## src/rtl/tdc_hist_ctrl.sv

```systemverilog
// TDC histogram sequencer: clears the bin BRAM, accumulates decoder hits through a
// forwarding read-modify-write pipeline, drains it, then streams the bins out.
module tdc_hist_ctrl #(
    parameter int ADDR_W     = 2,
    parameter int DATA_W     = 32,
    parameter int ACQ_CYCLES = 1000
) (
    input  logic              clk100,
    input  logic              reset,
    input  logic              start,
    input  logic              abort,
    input  logic              bin_valid,
    input  logic [ADDR_W-1:0] bin_addr,
    output logic              ra_en,
    output logic [ADDR_W-1:0] ra_addr,
    input  logic [DATA_W-1:0] ra_dout,
    output logic              wb_en,
    output logic              wb_we,
    output logic [ADDR_W-1:0] wb_addr,
    output logic [DATA_W-1:0] wb_din,
    output logic              busy,
    output logic              rd_valid,
    output logic [ADDR_W-1:0] rd_addr,
    output logic [DATA_W-1:0] rd_data,
    output logic              done,
    output logic              overflow
);

    localparam int NBINS  = 1 << ADDR_W;
    localparam int ACQ_CW = $clog2(ACQ_CYCLES + 1);
    localparam int CNT_W  = (ACQ_CW > ADDR_W + 1) ? ACQ_CW : ADDR_W + 1;

    localparam logic [CNT_W-1:0] BIN_LAST = CNT_W'(NBINS - 1);
    localparam logic [CNT_W-1:0] RD_END   = CNT_W'(NBINS);
    localparam logic [CNT_W-1:0] ACQ_LAST = CNT_W'(ACQ_CYCLES - 1);

    typedef enum logic [2:0] {
        ST_IDLE    = 3'd0,
        ST_CLEAR   = 3'd1,
        ST_ACQ     = 3'd2,
        ST_DRAIN   = 3'd3,
        ST_READOUT = 3'd4,
        ST_FIN     = 3'd5
    } state_t;

    // Saturating increment; MSB flags that the input was already at full scale.
    function automatic logic [DATA_W:0] sat_inc(input logic [DATA_W-1:0] v);
        logic [DATA_W:0] r;
        if (v == {DATA_W{1'b1}}) begin
            r = {1'b1, v};
        end else begin
            r = {1'b0, v + DATA_W'(1)};
        end
        return r;
    endfunction

    state_t            state_r;
    logic [CNT_W-1:0]  cnt_r;
    logic              aborted_r;
    logic              wv_r;
    logic              wclr_r;
    logic [ADDR_W-1:0] waddr_r;
    logic              fwd_r;
    logic [DATA_W-1:0] fwd_data_r;
    logic              rd_pend_r;
    logic [ADDR_W-1:0] rd_addr_r;
    logic              done_r;
    logic              overflow_r;

    logic              acq_hit_s;
    logic              rd_rd_s;
    logic [DATA_W-1:0] base_s;
    logic [DATA_W:0]   sat_s;
    logic [DATA_W-1:0] wdata_s;

    // Port A request decode and increment datapath (base selection with forwarding).
    always_comb begin
        acq_hit_s = 1'b0;
        rd_rd_s   = 1'b0;
        base_s    = ra_dout;
        wdata_s   = {DATA_W{1'b0}};
        if (reset && (state_r == ST_ACQ) && bin_valid && !abort) begin
            acq_hit_s = 1'b1;
        end else begin
            acq_hit_s = 1'b0;
        end
        if (reset && (state_r == ST_READOUT) && (cnt_r < RD_END)) begin
            rd_rd_s = 1'b1;
        end else begin
            rd_rd_s = 1'b0;
        end
        // A write in the hit cycle lands after the BRAM read, so its data is taken directly.
        if (fwd_r) begin
            base_s = fwd_data_r;
        end else begin
            base_s = ra_dout;
        end
        sat_s = sat_inc(base_s);
        if (!wv_r) begin
            wdata_s = {DATA_W{1'b0}};
        end else if (wclr_r) begin
            wdata_s = {DATA_W{1'b0}};
        end else begin
            wdata_s = sat_s[DATA_W-1:0];
        end
    end

    // Phase sequencer plus write/readout pipeline registers.
    always_ff @(posedge clk100) begin
        if (!reset) begin
            state_r    <= ST_IDLE;
            cnt_r      <= {CNT_W{1'b0}};
            aborted_r  <= 1'b0;
            wv_r       <= 1'b0;
            wclr_r     <= 1'b0;
            waddr_r    <= {ADDR_W{1'b0}};
            fwd_r      <= 1'b0;
            fwd_data_r <= {DATA_W{1'b0}};
            rd_pend_r  <= 1'b0;
            rd_addr_r  <= {ADDR_W{1'b0}};
            done_r     <= 1'b0;
            overflow_r <= 1'b0;
        end else begin
            wv_r       <= acq_hit_s;
            wclr_r     <= 1'b0;
            waddr_r    <= acq_hit_s ? bin_addr : {ADDR_W{1'b0}};
            fwd_r      <= acq_hit_s && wv_r && (waddr_r == bin_addr);
            fwd_data_r <= wdata_s;
            rd_pend_r  <= rd_rd_s;
            if (rd_rd_s) begin
                rd_addr_r <= cnt_r[ADDR_W-1:0];
            end
            done_r <= 1'b0;
            if (wv_r && !wclr_r && sat_s[DATA_W]) begin
                overflow_r <= 1'b1;
            end

            case (state_r)
                ST_IDLE: begin
                    if (start) begin
                        state_r    <= ST_CLEAR;
                        cnt_r      <= {CNT_W{1'b0}};
                        aborted_r  <= 1'b0;
                        overflow_r <= 1'b0;
                        wv_r       <= 1'b1;
                        wclr_r     <= 1'b1;
                        waddr_r    <= {ADDR_W{1'b0}};
                    end
                end
                ST_CLEAR: begin
                    if (abort) begin
                        state_r <= ST_IDLE;
                    end else if (cnt_r == BIN_LAST) begin
                        state_r <= ST_ACQ;
                        cnt_r   <= {CNT_W{1'b0}};
                    end else begin
                        cnt_r   <= cnt_r + CNT_W'(1);
                        wv_r    <= 1'b1;
                        wclr_r  <= 1'b1;
                        waddr_r <= cnt_r[ADDR_W-1:0] + ADDR_W'(1);
                    end
                end
                ST_ACQ: begin
                    if (abort) begin
                        state_r   <= ST_DRAIN;
                        aborted_r <= 1'b1;
                    end else if (cnt_r == ACQ_LAST) begin
                        state_r <= ST_DRAIN;
                    end else begin
                        cnt_r <= cnt_r + CNT_W'(1);
                    end
                end
                ST_DRAIN: begin
                    cnt_r <= {CNT_W{1'b0}};
                    if (abort || aborted_r) begin
                        state_r <= ST_IDLE;
                    end else begin
                        state_r <= ST_READOUT;
                    end
                end
                ST_READOUT: begin
                    if (abort) begin
                        state_r   <= ST_IDLE;
                        rd_pend_r <= 1'b0;
                    end else if (cnt_r == RD_END) begin
                        state_r <= ST_FIN;
                        done_r  <= 1'b1;
                    end else begin
                        cnt_r <= cnt_r + CNT_W'(1);
                    end
                end
                ST_FIN: begin
                    state_r <= ST_IDLE;
                end
                default: begin
                    state_r <= ST_IDLE;
                end
            endcase
        end
    end

    assign ra_en    = acq_hit_s | rd_rd_s;
    assign ra_addr  = acq_hit_s ? bin_addr : (rd_rd_s ? cnt_r[ADDR_W-1:0] : {ADDR_W{1'b0}});
    assign wb_en    = wv_r;
    assign wb_we    = wv_r;
    assign wb_addr  = waddr_r;
    assign wb_din   = wdata_s;
    assign busy     = (state_r != ST_IDLE);
    assign rd_valid = rd_pend_r;
    assign rd_addr  = rd_addr_r;
    assign rd_data  = rd_pend_r ? ra_dout : {DATA_W{1'b0}};
    assign done     = done_r;
    assign overflow = overflow_r;

endmodule

```

## config.mk

```make
export PLATFORM = sky130hd
export DESIGN_NAME = tdc_hist_ctrl
export DESIGN_NICKNAME = d
export VERILOG_FILES = /design/src/rtl/tdc_hist_ctrl.sv
export SDC_FILE = /design/constraint.sdc
export NUM_CORES = 1
export LEC_CHECK = 0
export CORE_ASPECT_RATIO = 1.1
export CORE_MARGIN = 2
export CORE_UTILIZATION = 40
export CTS_CLUSTER_SIZE = 14
export DETAILED_ROUTE_END_ITERATION = 8
export PLACE_DENSITY_LB_ADDON = 0.05
export SLEW_MARGIN = 40
export SYNTH_ARGS = -nofsm -noshare
export SYNTH_HDL_FRONTEND = slang
export SYNTH_SLANG_ARGS = --single-unit
```

## constraint.sdc

```tcl
create_clock -name clk100 -period 4.7 [get_ports clk100]
set_input_delay 0.94 -clock clk100 [delete_from_list [all_inputs] [get_ports clk100]]
set_output_delay 0.94 -clock clk100 [all_outputs]
set_load 0.1 [all_outputs]
```

==> reports/metrics.cfg, run 1 <==
[sta]
final_max_slew_viol_count=0
max_freq_mhz=224.9
final.period_utilization_pct=94.59
worst_pin_slew_ns=0.6548
setup_repair_after_global_routing_missed_its_margin=no
slew_headroom_pct=56.35
totalNegativeSetupSlack_ns=0
final-setup-viol-count=0
finalHoldViolCount=0
clock_period_minus_worst_slack_ns=4.446
clock_skew_ns=0.005024

[synth]
synth_flop_cell=sky130_fd_sc_hd__dfxtp_1
synth_cell_types=63
syn_area_per_cell_um2=7.853
synth-edff-count=0
yosys_warnings=0
netlist_area_um2=4657
synth.ff_latch_count=56
synthesis.nets=635
syn-instance-count=593
synth_seq_area_share_pct=24.07
async_set_or_reset_flop_fraction_in_the_synthesized_netlist_pct=0

[global_routing]
groute.usage.overall_pct=23.02
grt_most_used_layer=met2
number_of_global_route_vias_before_repair=4659
gr-total-overflow=0
use_met2_pct=41.53
met1_usage_pct=28.92
grt_start_max_net_pins=45
grtUsageMet3_pct=2.713
grt_first_pass_wirelength_mm=23.27
grt_antenna_before_repair=0

[route]
iteration_count_of_the_initial_detailed_routing_pass=4
total_length_of_routed_wires_mm=14.32
via_count=4861
viasPerCell=5.726
number_of_drc_violations_after_detailed_routing=0
drt-wirelength-per-cell_um=16.87
drt_iter0_drc=197
drt.antenna.violating_nets=0

[critical_path]
critical_path.n_buffers_inverters=3
worst_r2r_path_depth=8
worst_r2r_endpoint=fwd_data_r[18]$_SDFF_PN0_
timing.setup.critical_path_class=in2out
setup.reg_to_reg.worst_slack_ns=1.95
timing.critical_path.arrival_ns=3.51
cell_chain_critical_path=clkdlybuf4s50_1, mux2_2, ha_1, nand4b_1, a22oi_2, and3_2, buf_4, a21oi_1, mux2i_4, buf_12
startpoint_type=primary input
worst-endpoint-required_ns=3.76
critical_path.top_delay_family=buffers and inverters
rr_startpoint=fwd_r$_SDFF_PN0_
critical_path.max_stage_delay_ns=0.46
cp_max_fo=8
slowest_stage=sky130_fd_sc_hd__clkdlybuf4s50_1
crit_path_end_kind=output pin

[clocking]
cts-htree-levels=2
worstSkewPairLatency_ns=0.30
tritoncts=yes
cts_made_buffers=5
cts.clk_slew.worst_paths_ns=0.07
post_cts_resized=0
cts-root-to-sink-buffers=2
tritoncts_num_sinks=56
hold_fix_buffers_at_cts=0
post_cts.repair.setup_buffers=0
root_buffer=sky130_fd_sc_hd__clkbuf_16

[die]
initial_utilization_pct=40.71
floorplan.die.width_um=106.9
io-pin-count=116
design.core.area_um2=11440
design.die.area_um2=12520
rows=41
die_height_um=117.2

[run_status]
outcome=finished clean

[power_and_ir_drop]
p_seq_share_pct=34.5
vdd.ir_drop.worst_mv=0.1583
pwr-share-comb_pct=31.7
int_pwr_mw=0.9610
power.density_cell_area_nw_per_um2=222.4
total_leakage_power_nw=2.272
sw_frac_of_total_pct=34.66
totalPowerFinal_mw=1.471
clock_power_share_pct=33.8
netSwitchingPower_mw=0.5098

[finish]
drive_above_1_share_pct=26.32
layout_commonest_cell=sky130_fd_sc_hd__nand2_1
area_delta_synth_final_pct=41.99
final_nets=740
mostFrequentLayoutCells=106 x sky130_fd_sc_hd__nand2_1, 55 x sky130_fd_sc_hd__dfxtp_1, 52 x sky130_fd_sc_hd__buf_4
antenna_cells=0

[run]
maxCapViolCount=0

[place]
port-buffer-count=115
place_congestion=0.9312
hpwl_mm=10.81

[min_path]
hold_path.startpoint=wb_en$_SDFF_PN0_
min_path_cells=2
hold_end=fwd_r$_SDFF_PN0_
timing.hold.worst.class=reg2reg

[cells by family after synthesis]
| kind of cell | count (synthesis) | share of synthesized area, % |
|---|---|---|
| buf+inv | 43 | 4.648 |
| xor+xnor | 3 | 0.5643 |
| simple gates | 303 | 34.42 |
| fa+ha+maj | 3 | 0.8061 |
| mux | 84 | 18.78 |
| flops | 56 | 24.07 |
| compound gates | 101 | 16.71 |
[power groups by stage]
| stage | clock [mW] | combinational, mW | sequential, mW |
|---|---|---|---|
| 5_1_grt | 0.519 | 0.493 | 0.511 |
| 6_report | 0.497 | 0.467 | 0.507 |
| 4_1_cts | 0.503 | 0.468 | 0.507 |
| 3_3_place_gp | 0 | 0.464 | 0.518 |
| 2_1_floorplan | 0 | 0.293 | 0.521 |
| 3_5_place_dp | 0 | 0.466 | 0.519 |
[worst min-delay path, cell delays in order, from the launching register on]
cell                      delay (ns)
sky130_fd_sc_hd__dfxtp_1        0.35
sky130_fd_sc_hd__nand2_1        0.07
sky130_fd_sc_hd__nor2_1         0.04
[per-layer routing]
| metal | up-vias | routed length (um) |
|---|---|---|
| met5 | - | 0 |
| met4 | 0 | 242 |
| met3 | 20 | 632 |
| met2 | 137 | 7314 |
| met1 | 2296 | 6129 |
| li1 | 2408 | - |
[through the flow]
stage	util [%]	instances	cell area [um2]	setup slack (ns)	hold slack, ns
after floorplan	-	593	4858	-0.01010	0.4730
after global placement	56.35	841	6446	0.1721	0.4684
after detailed placement	56.03	841	6410	0.09712	0.4840
after CTS	57.68	849	6599	0.08786	0.4958
after global routing	57.80	849	6613	0.09151	0.5279
final	57.80	849	6613	0.2541	0.4873
[cells in the mapped netlist (2+ instances only)]
master	number	share of area, %
sky130_fd_sc_hd__a2111oi_4	2	1.2
sky130_fd_sc_hd__a211oi_1	6	0.97
sky130_fd_sc_hd__a211oi_2	5	1.3
sky130_fd_sc_hd__a21boi_1	5	0.81
sky130_fd_sc_hd__a21o_1	4	0.64
sky130_fd_sc_hd__a21oi_1	26	2.8
sky130_fd_sc_hd__a222oi_1	2	0.43
sky130_fd_sc_hd__a22oi_1	4	0.64
sky130_fd_sc_hd__a31oi_1	8	1.1
sky130_fd_sc_hd__and2_1	40	5.4
sky130_fd_sc_hd__and3_1	5	0.67
sky130_fd_sc_hd__and4_1	3	0.56
sky130_fd_sc_hd__buf_2	8	0.86
sky130_fd_sc_hd__buf_4	6	0.97
sky130_fd_sc_hd__buf_6	3	0.73
sky130_fd_sc_hd__clkbuf_1	20	1.6
sky130_fd_sc_hd__dfxtp_1	56	24
sky130_fd_sc_hd__ha_1	3	0.81
sky130_fd_sc_hd__inv_1	5	0.40
sky130_fd_sc_hd__mux2_2	27	6.5
sky130_fd_sc_hd__mux2i_1	57	12
sky130_fd_sc_hd__nand2_1	106	8.5
sky130_fd_sc_hd__nand2b_1	4	0.54
sky130_fd_sc_hd__nand3_1	34	3.7
sky130_fd_sc_hd__nand3b_1	13	2.1
sky130_fd_sc_hd__nand4_1	20	2.7
sky130_fd_sc_hd__nand4b_1	8	1.5
sky130_fd_sc_hd__nor2_1	15	1.2
sky130_fd_sc_hd__nor2b_1	8	1.1
sky130_fd_sc_hd__nor3_1	24	2.6
sky130_fd_sc_hd__nor3b_1	8	1.3
sky130_fd_sc_hd__nor4_1	4	0.54
sky130_fd_sc_hd__o21a_1	2	0.32
sky130_fd_sc_hd__o21ai_0	7	0.75
sky130_fd_sc_hd__o21ai_1	2	0.21
sky130_fd_sc_hd__o22ai_1	4	0.54
sky130_fd_sc_hd__o311ai_0	2	0.38
sky130_fd_sc_hd__o311ai_1	2	0.38
sky130_fd_sc_hd__o31a_1	2	0.38
sky130_fd_sc_hd__o31ai_1	5	0.81
sky130_fd_sc_hd__or3_1	2	0.27
sky130_fd_sc_hd__or4_1	4	0.64
sky130_fd_sc_hd__xnor2_1	2	0.38
[final cells by class]
cell class / count / area (um2)
Multi-Input combinational cell: 494 / 3551
Sequential cell: 56 / 1125
Clock buffer: 6 / 128.9
Fill cell: 1042 / 4827
Clock inverter: 2 / 60.06
Tap cell: 150 / 187.7
Timing Repair Buffer: 136 / 1541
Inverter: 5 / 18.77
[registers in the layout (all words and copies together), names as in the netlist]
register    count
state_r         3
rd_addr         2
rd_valid        1
wb_addr         2
fwd_r           1
done            1
aborted_r       1
wclr_r          1
cnt_r          10
wb_en           1
overflow        1
fwd_data_r     32
[how the worst max path moves through the flow]
stage,startpoint,end,slack (ns),depth (start not counted)
finish,ra_dout[0],wb_din[6],0.25,10
global route,ra_dout[0],wb_din[24],0.09,10
CTS,ra_dout[0],wb_din[14],0.09,10
detailed placement,ra_dout[0],wb_din[14],0.1,10
global placement,ra_dout[0],wb_din[14],0.17,10
floorplan,fwd_r$_SDFF_PN0_,wb_din[20],-0.01,14
Note: power is estimated with default switching activity, not from simulation.
==> inputs of run 2 (changes only) <==
==> constraint.sdc (replaced) <==
create_clock -name clk100 -period 4.7 [get_ports clk100]
set_input_delay 0.94 -clock clk100 [delete_from_list [all_inputs] [get_ports clk100]]
set_output_delay 0.94 -clock clk100 [all_outputs]
set_load 0.05 [all_outputs]
==> reports/metrics.cfg, run 2 (synthesis results as in run 1) <==
[sta]
finalHoldViolCount=0
final-setup-viol-count=0
final.period_utilization_pct=94.89
worst_pin_slew_ns=0.7648
clock_period_minus_worst_slack_ns=4.460
setup_repair_after_global_routing_missed_its_margin=no
totalNegativeSetupSlack_ns=0
max_freq_mhz=224.2
final_max_slew_viol_count=0
slew_headroom_pct=48.78
clock_skew_ns=0.006293

[critical_path]
critical_path.max_stage_delay_ns=0.56
critical_path.n_buffers_inverters=3
slowest_stage=sky130_fd_sc_hd__a222oi_1
worst-endpoint-required_ns=3.76
cp_max_fo=5
timing.critical_path.arrival_ns=3.52
timing.setup.critical_path_class=in2out
cell_chain_critical_path=clkdlybuf4s50_1, nand4b_1, a222oi_1, buf_4, nand4_1, and4_1, nor3_1, buf_12
critical_path.top_delay_family=simple AND/OR/NAND/NOR gates
crit_path_end_kind=output pin
startpoint_type=primary input

[clocking]
post_cts_resized=0
post_cts.repair.setup_buffers=0
root_buffer=sky130_fd_sc_hd__clkbuf_16
cts_made_buffers=5
cts-root-to-sink-buffers=2
tritoncts=yes
cts-htree-levels=2
cts.clk_slew.worst_paths_ns=0.08
tritoncts_num_sinks=56
hold_fix_buffers_at_cts=0
worstSkewPairLatency_ns=0.31

[route]
total_length_of_routed_wires_mm=13.91
drt.antenna.violating_nets=0
drt_iter0_drc=238
drt-wirelength-per-cell_um=16.40
viasPerCell=5.722
via_count=4852
iteration_count_of_the_initial_detailed_routing_pass=5
number_of_drc_violations_after_detailed_routing=0

[finish]
layout_commonest_cell=sky130_fd_sc_hd__nand2_1
drive_above_1_share_pct=15.90
area_delta_synth_final_pct=39.44
fin_area_um2=6494
antenna_cells=0
mostFrequentLayoutCells=106 x sky130_fd_sc_hd__nand2_1, 80 x sky130_fd_sc_hd__clkdlybuf4s50_1, 57 x sky130_fd_sc_hd__mux2i_1
regMostFlops=fwd_data_r
largestRegisters=fwd_data_r: 32 flops, cnt_r: 10 flops, state_r: 3 flops
layout.filler_cells=1040
largest_register_ffs=32
final_nets=739

[power_and_ir_drop]
vdd.ir_drop.worst_mv=0.1609
int_pwr_mw=0.8549
power.density_cell_area_nw_per_um2=198.9
total_leakage_power_nw=2.118
sw_frac_of_total_pct=33.81
p_seq_share_pct=39.3
pwr-share-comb_pct=28.9
clock_power_share_pct=31.9
netSwitchingPower_mw=0.4368

[global_routing]
number_of_global_route_vias_before_repair=4601
gr-total-overflow=0
groute.usage.overall_pct=22.46
grt_antenna_before_repair=0
grt_start_max_net_pins=57
grt_first_pass_wirelength_mm=22.76

[die]
design.die.area_um2=12520
rows=41
die_height_um=117.2
design.core.area_um2=11440
floorplan.die.width_um=106.9
io-pin-count=116
initial_utilization_pct=40.71

[place]
hpwl_mm=10.50
place_congestion=0.9188
port-buffer-count=115
placedInstanceArea_um2=6319

[run]
maxCapViolCount=0

[min_path]
timing.hold.worst.class=reg2reg

[run_status]
outcome=finished clean

-- run 2: metrics by stage --
stage                     util [%]  power, mW  setup WS [ns]  cells  hold slack, ns
after CTS                    56.58      1.305         0.1647    848          0.5127
after detailed placement     55.23     0.8894         0.1763    840          0.4990
after global placement       55.22     0.8842         0.2371    840          0.4895
after global routing         56.76      1.350       0.007285    848          0.5414
after floorplan                  -     0.7193        0.06590    593          0.4730
final                        56.76      1.292         0.2401    848          0.4957
-- run 2: path summary, 6_finish.rpt --
check                                      start                        end  slack [ns]  cells after the start
worst max-delay path                 ra_dout[26]                 wb_din[12]        0.24                      8
worst min-delay path            wb_en$_SDFF_PN0_           fwd_r$_SDFF_PN0_        0.50                      2
worst max register to register  fwd_r$_SDFF_PN0_  fwd_data_r[16]$_SDFF_PN0_        1.95                      8
worst min register to register  wb_en$_SDFF_PN0_           fwd_r$_SDFF_PN0_        0.50                      2
-- run 2: tightest hold or removal path, delay by kind of cell (launching register included) --
family / cells / cell delay [ns]
AND/OR/NAND/NOR: 2 / 0.12
flip-flops: 1 / 0.35
-- run 2: metal layers --
layer  vias to the layer above  GRT usage [%]  part of all wire [%]
li1                       2401              -                     -
met1                      2293          27.58                    43
met2                       146          41.02                    51
met3                        12          3.654                   5.2
met4                         0          5.801                   1.1
met5                         -              0                     0
-- run 2: power by group through the flow --
stage	Clock, mW	Combinational (mW)	Sequential [mW]
finish	0.412	0.373	0.507
global route	0.439	0.400	0.511
CTS	0.426	0.372	0.507
detailed placement	0	0.371	0.519
global placement	0	0.366	0.518
floorplan	0	0.204	0.516
-- run 2: layout make-up --
cell class	instances	area, um2	area share, %
clock buffer	5	125.1	1.927
clock inverter	3	28.78	0.4432
inverter	5	18.77	0.2890
multi-input combinational	494	3343	51.48
sequential	56	1126	17.34
tap	150	187.7	2.890
timing repair buffer	135	1664	25.63
